--- src/rtl/cmp_arbiter.sv ---
// -----------------------------------------------------------------------------
// cmp_arbiter
//
// Lets NUM_REQ requesters share one combinational branch comparator.
// A round-robin arbiter picks one request per cycle and steers its op and
// operands onto the comparator. The comparator's br_en is captured into a
// one-entry result register with a valid/ready handshake.
//
// Ports
//   clk          clock; all state changes on the rising edge
//   rst_n        synchronous active-low reset
//   flush        drops the held result and blocks any grant this cycle
//   req_valid    per-requester request valid
//   req_ready    one-hot grant; combinational from req_valid and state
//   req_op       3-bit branch funct3 per requester, slice [3i+2:3i]
//   req_a/req_b  32-bit operands per requester
//   req_tag      TAG_W-bit tag per requester, returned with the result
//   cmp_op/a/b   drive to the shared comparator
//   cmp_br_en    branch decision from the shared comparator
//   res_valid    result register holds a result
//   res_ready    consumer takes the result this cycle
//   res_br_en    captured branch decision (0 for illegal ops)
//   res_illegal  captured op was funct3 010 or 011
//   res_src      index of the requester that produced the result
//   res_tag      tag of that request
// -----------------------------------------------------------------------------
module cmp_arbiter #(
  parameter int NUM_REQ = 2,
  parameter int TAG_W   = 4,
  localparam int SRC_W  = (NUM_REQ > 1) ? $clog2(NUM_REQ) : 1
) (
  input  logic                     clk,
  input  logic                     rst_n,
  input  logic                     flush,
  input  logic [NUM_REQ-1:0]       req_valid,
  output logic [NUM_REQ-1:0]       req_ready,
  input  logic [3*NUM_REQ-1:0]     req_op,
  input  logic [32*NUM_REQ-1:0]    req_a,
  input  logic [32*NUM_REQ-1:0]    req_b,
  input  logic [TAG_W*NUM_REQ-1:0] req_tag,
  output logic [2:0]               cmp_op,
  output logic [31:0]              cmp_a,
  output logic [31:0]              cmp_b,
  input  logic                     cmp_br_en,
  output logic                     res_valid,
  input  logic                     res_ready,
  output logic                     res_br_en,
  output logic                     res_illegal,
  output logic [SRC_W-1:0]         res_src,
  output logic [TAG_W-1:0]         res_tag
);

  // Per-requester views of the flattened request buses.
  logic [2:0]       op_arr  [NUM_REQ];
  logic [31:0]      a_arr   [NUM_REQ];
  logic [31:0]      b_arr   [NUM_REQ];
  logic [TAG_W-1:0] tag_arr [NUM_REQ];

  for (genvar gi = 0; gi < NUM_REQ; gi++) begin : g_slice
    assign op_arr[gi]  = req_op[3*gi +: 3];
    assign a_arr[gi]   = req_a[32*gi +: 32];
    assign b_arr[gi]   = req_b[32*gi +: 32];
    assign tag_arr[gi] = req_tag[TAG_W*gi +: TAG_W];
  end

  // State
  logic [SRC_W-1:0] ptr_q, ptr_d;
  logic             res_valid_q, res_valid_d;
  logic             res_br_en_q, res_br_en_d;
  logic             res_illegal_q, res_illegal_d;
  logic [SRC_W-1:0] res_src_q, res_src_d;
  logic [TAG_W-1:0] res_tag_q, res_tag_d;

  // Round-robin search starting at ptr_q. idx_w is one bit wider than an
  // index so ptr + offset can be wrapped with a single subtraction.
  logic             found;
  logic [SRC_W-1:0] found_idx;
  logic [SRC_W:0]   idx_w;

  always_comb begin
    found     = 1'b0;
    found_idx = '0;
    idx_w     = '0;
    for (int k = 0; k < NUM_REQ; k++) begin
      idx_w = {1'b0, ptr_q} + (SRC_W+1)'(k);
      if (idx_w >= (SRC_W+1)'(NUM_REQ)) begin
        idx_w = idx_w - (SRC_W+1)'(NUM_REQ);
      end
      if (!found && req_valid[idx_w[SRC_W-1:0]]) begin
        found     = 1'b1;
        found_idx = idx_w[SRC_W-1:0];
      end
    end
  end

  // A grant needs a free result slot: empty, or being popped this cycle.
  logic             slot_free;
  logic             grant;
  logic [SRC_W-1:0] sel_idx;
  logic [2:0]       sel_op;
  logic             op_illegal;

  assign slot_free  = !res_valid_q || res_ready;
  assign grant      = found && slot_free && !flush && rst_n;
  // Requester 0 drives the comparator when nobody is granted.
  assign sel_idx    = grant ? found_idx : '0;
  assign sel_op     = op_arr[sel_idx];
  // funct3 010 and 011 have no branch meaning.
  assign op_illegal = (sel_op[2:1] == 2'b01);

  always_comb begin
    req_ready = '0;
    if (grant) begin
      req_ready[sel_idx] = 1'b1;
    end
  end

  // The comparator decodes op with a unique case, so only legal values
  // are ever presented to it.
  assign cmp_op = (grant && !op_illegal) ? sel_op : 3'b000;
  assign cmp_a  = a_arr[sel_idx];
  assign cmp_b  = b_arr[sel_idx];

  // Next-state for result register and pointer.
  always_comb begin
    ptr_d         = ptr_q;
    res_valid_d   = res_valid_q;
    res_br_en_d   = res_br_en_q;
    res_illegal_d = res_illegal_q;
    res_src_d     = res_src_q;
    res_tag_d     = res_tag_q;
    if (grant) begin
      // A grant also covers the pop-and-refill case with no bubble.
      res_valid_d   = 1'b1;
      res_br_en_d   = cmp_br_en && !op_illegal;
      res_illegal_d = op_illegal;
      res_src_d     = sel_idx;
      res_tag_d     = tag_arr[sel_idx];
      ptr_d         = (sel_idx == SRC_W'(NUM_REQ-1)) ? '0 : sel_idx + 1'b1;
    end else if (flush || res_ready) begin
      res_valid_d = 1'b0;
    end
  end

  always_ff @(posedge clk) begin
    if (!rst_n) begin
      ptr_q         <= '0;
      res_valid_q   <= 1'b0;
      res_br_en_q   <= 1'b0;
      res_illegal_q <= 1'b0;
      res_src_q     <= '0;
      res_tag_q     <= '0;
    end else begin
      ptr_q         <= ptr_d;
      res_valid_q   <= res_valid_d;
      res_br_en_q   <= res_br_en_d;
      res_illegal_q <= res_illegal_d;
      res_src_q     <= res_src_d;
      res_tag_q     <= res_tag_d;
    end
  end

  assign res_valid   = res_valid_q;
  assign res_br_en   = res_br_en_q;
  assign res_illegal = res_illegal_q;
  assign res_src     = res_src_q;
  assign res_tag     = res_tag_q;

endmodule

--- config.mk ---
export PLATFORM = sky130hd
export DESIGN_NAME = cmp_arbiter
export DESIGN_NICKNAME = d
export VERILOG_FILES = /design/src/rtl/cmp_arbiter.sv
export SDC_FILE = /design/constraint.sdc
export NUM_CORES = 1
export LEC_CHECK = 0
export CORE_AREA = 2 2 88 90
export DETAILED_ROUTE_END_ITERATION = 16
export DIE_AREA = 0 0 90 92
export PLACE_DENSITY_LB_ADDON = 0.3
export SYNTH_ARGS = -nofsm -noshare
export SYNTH_HDL_FRONTEND = slang
export SYNTH_SLANG_ARGS = --single-unit
--- constraint.sdc ---
create_clock -name clk -period 1.7 [get_ports clk]
set_input_delay 0.34 -clock clk [delete_from_list [all_inputs] [get_ports clk]]
set_output_delay 0.34 -clock clk [all_outputs]
set_load 0.02 [all_outputs]
Word level (Yosys, flattened, before mapping) --
Cells that the tools add are included.
Word-level totals: bits in registers 9, bits in latches 0, bits in writable memories 0, ROM bits 0, bits of input ports 149, logic and storage cells 63, memories 0
Operators by class: add/subtract/negate cells 4, $mul 0, div/mod/pow operators 0, $lt $le $gt $ge 7, eq/ne operators 1, shifts and indexed selects 0, multiplexer cells 30, bitwise gates (word level) 1, reductions and logical operators 14
Operators with widths (count):
- 32-bit two-way mux | 6
- 1-bit two-way mux | 15
- 3-bit two-way mux | 4
- 4-bit two-way mux | 3
- 1-bit logical AND | 7
- 1-bit by 2-bit less-than comparator with 1-bit output, second input constant | 3
- 2-bit >= comparator, second input constant | 2
- 1-bit logical NOT | 4
- 1-bit by 1-bit adder with 2-bit output, second input constant | 1
- 2-bit by 1-bit equality test with 1-bit output, second input constant | 1
- 1-bit by 2-bit >= comparator with 1-bit output, second input constant | 1
- 1-bit logical OR | 2
- 2-bit two-way mux | 1
- 1-bit NOT with 2-bit output | 1
- 2-bit nonzero test | 1
- 1-bit subtractor, second input constant | 2
- 1-bit adder, second input constant | 1
- 1-bit demux with 1-bit select | 1
- 1-bit >= comparator, second input constant | 1

Longest topological paths before layout --
word-level depth 20, mapped depth 6, gate-level depth less buffers 4

Least setup slack after synthesis --
OpenSTA, ideal clock, no wires.
kind input to output, from input rst_n, to output cmp_b[5], data arrival time 1.403 ns, slack -0.043 ns, cell stages on the path 5, path buffers 2, path through buf_4 > and2b_2 > nand4_4 > clkbuf_8 > mux2_2
On the way: cells in the longest elaborated chain, start to end 6
RTL lines:
- from (decl) | line 33 | input logic rst_n,
- 1-bit logical AND | line 104 | assign grant = found && slot_free && !flush && rst_n;
- 1-bit two-way mux | line 106 | assign sel_idx = grant ? found_idx : '0;
- 1-bit NOT with 2-bit output (implied by the code) | line 122 | assign cmp_b = b_arr[sel_idx];
- 32-bit two-way mux (implied by the code) (3 in a row) | line 122
- to (decl) | line 43 | output logic [31:0] cmp_b,
Every way passes these cells. The select of a mux whose other input is x is not followed.

Worst setup path after layout --
from input flush, to output cmp_b[26]
On the way: cells in the longest elaborated chain, start to end 8
RTL lines:
- from (decl) | line 34 | input logic flush,
- 1-bit logical NOT | line 104
- 1-bit logical AND (2 in a row) | line 104
- 1-bit two-way mux | line 106
- 1-bit NOT with 2-bit output (implied by the code) | line 122
- 32-bit two-way mux (implied by the code) (3 in a row) | line 122
Every way passes these cells. The select of a mux whose other input is x is not followed.

==> flow_summary.ini <==
[run_status]
outcome = finished with violations
violations = negative setup slack

[power]
peakVddDrop_mv = 0.4014
powerDensity_nw_per_um2 = 366.4
cellLeakagePower_nw = 2.007

[drt]
wl_per_cell_um = 16.84
vias_per_cell = 4.156
vias = 1966
drt_iter0_markers = 35
route.met3.wl_um = 617
route.met2.wl_um = 4385
drt-met1-wl_um = 2932
drtPass1Iterations = 3
highest-signal-layer = met4
remaining_drc_errors = 0
ant_nets = 0
drt-total-wl_um = 7965

[critical_path]
end_kind = output pin
path_cells = buf_2 -> and2b_2 -> nand4_4 -> buf_12 -> clkbuf_16 -> mux2_4 -> buf_6
cp.required_ns = 1.36
regToRegSetupSlack_ns = 0.25
worstPathArrival_ns = 1.62
path_buf_inv = 4
crit_path_max_fanout = 7
start_kind = primary input
slowest_delay_ns = 0.30
slowest_stage = mux2_4
cp_top_family = buffers and inverters
critPathKind = in -> out

[global_route]
grt.total_usage_pct = 17.64
antenna_found_initial = 2
grt_max_degree = 15
grt_pass1_vias = 2050
grt_pass1_wl_um = 11600
grt_overflow = 0

[yosys]
synth_cell_types = 23
syn_nets = 271
ys_seq_elements = 9
syn_inst = 122
synth-main-ff-cell = dfxtp_1
synth-edff-count = 0
ys_seq_area_share_pct = 14.10
avgSynthCellArea_um2 = 10.47
ys_warn_count = 0
async_flop_share_pct = 0
synth.cell_area_um2 = 1277

[timing]
drv_slew = 0
fin_crit_sh_pct = 115.1
clock.fmax_mhz = 511.1
clock_skew_ns = 0.003949
maxSlewHeadroom_pct = 82.30
setup_viol = 68
fin_ws_ns = -0.2566
hold_viol = 0
fin_crit_ns = 1.957
rsz0062_at_grt = true
worst_slew_pin_slew_ns = 0.2647

[cts]
holdBufCountCts = 0
root_buffer = clkbuf_8
clk_pin_slew_ns = 0.04
clock_latency_ns = 0.23
clkSinkCount = 9
h-tree-depth = 1
numCtsBuffers = 3
cts_buffer_depth = 2
cts_tree = yes

[placement]
place_congestion = 0.7846
dp_slack_ns = -1.028
placed_cell_area_um2 = 3822
port_buffers = 225
dp_hpwl_um = 6212

[floorplanning]
die_w_um = 90
die_h_um = 92
num_io_pins = 226
dieArea_um2 = 8280
initial_utilization_pct = 17.15
fp.coreArea_um2 = 7447
rows = 32

[finish]
drive_gt1_share_pct = 49.32
final_area_um2 = 4273
final_nets = 519
area_growth_pct = 234.5
multi_input_area_um2 = 1209
num-fill-cells = 661
seq_area_um2 = 182.7

[run]
cap_viol_max_count = 0

[min_path]
hold_class = reg -> reg
-- tightest hold or removal path, delay by kind of cell, from the launching register on --
family | cells | cell delay [ns]
AOI/OAI and AO/OA | 1 | 0.06
DFF | 1 | 0.30
and+or+nand+nor | 1 | 0.05
-- logic make-up after synthesis --
kind of cell / count (synthesis) / share of synthesized area, %
simple gates: 17 / 9.305
buf+inv: 11 / 8.129
flops: 9 / 14.10
mux: 71 / 61.90
compound gates: 14 / 6.563
-- cell usage in the layout (no fill, tap or decap), types with 3 or more instances in the layout --
cell and instances:
clkbuf_8 3, dfxtp_1 7, buf_6 64, mux2_2 20, mux2_4 44, buf_12 4, buf_2 8, nand2b_1 3
a21oi_1 6, clkdlybuf4s50_1 150, buf_16 6, mux2i_1 5, nor2_2 4, o21ai_0 4, buf_4 14
-- registers in the layout (all words and copies together), names as in the netlist --
name	flops
res_illegal	1
res_valid	1
res_tag	4
ptr_q	1
res_br_en	1
res_src	1
-- metrics by stage --
stage / hold slack [ns] / util, % / TNS (ns) / cells / total power [mW]
2_1_floorplan: 0.4634 / - / -1.168 / 122 / 0.6202
3_3_place_gp: 0.4555 / 51.33 / -66.61 / 453 / 1.212
3_5_place_dp: 0.4583 / 51.33 / -67.97 / 453 / 1.225
4_1_cts: 0.4653 / 54.82 / -17.36 / 468 / 1.529
5_1_grt: 0.4809 / 57.31 / -20.50 / 471 / 1.642
6_report: 0.4657 / 57.38 / -15.54 / 473 / 1.566
-- synth_stat cells, types with 2 or more instances --
cell type	count	share of area, %
mux2_2	59	52
dfxtp_1	9	14
mux2i_1	7	5.5
a21oi_1	6	2.4
buf_6	5	4.4
mux2_1	5	4.4
nand2b_1	5	2.4
nor2_1	4	1.2
o21ai_0	4	1.6
clkbuf_8	2	2.2
inv_1	2	0.59
nand2_1	2	0.59
o211a_1	2	1.6
-- cell type report --
cell class	instances	area share [%]
Antenna cell	2	0.1171
Clock buffer	4	1.054
Inverter	2	0.1757
Multi-Input combinational cell	102	28.29
Sequential cell	9	4.275
Tap cell	102	2.987
Timing Repair Buffer	252	63.10
-- power by group --
part,switching [mW],internal (mW)
Clock,0.0815,0.163
Sequential,0.00714,0.226
Combinational,0.377,0.711
-- timing repair --
item	in CTS	in global routing
setup buffers	5	3
pin swaps	2	2
gates resized for setup	401	48
hold endpoints to repair	0	0
endpoints found under the setup margin	72	70
gates cloned	6	2
-- final timing paths --
kind	from	end	cells past startpoint
max	flush	cmp_b[26]	7
min	res_br_en	res_br_en	2
max reg2reg	res_valid	res_illegal	7
min reg2reg	res_br_en	res_br_en	2
-- metal layers --
metal / vias up / global-route usage, %
li1: 958 / -
met1: 914 / 19.71
met2: 92 / 33.65
met3: 2 / 5.423
met4: 0 / 2.179
met5: - / 0
No activity file was read; power rests on OpenSTA's default activity.
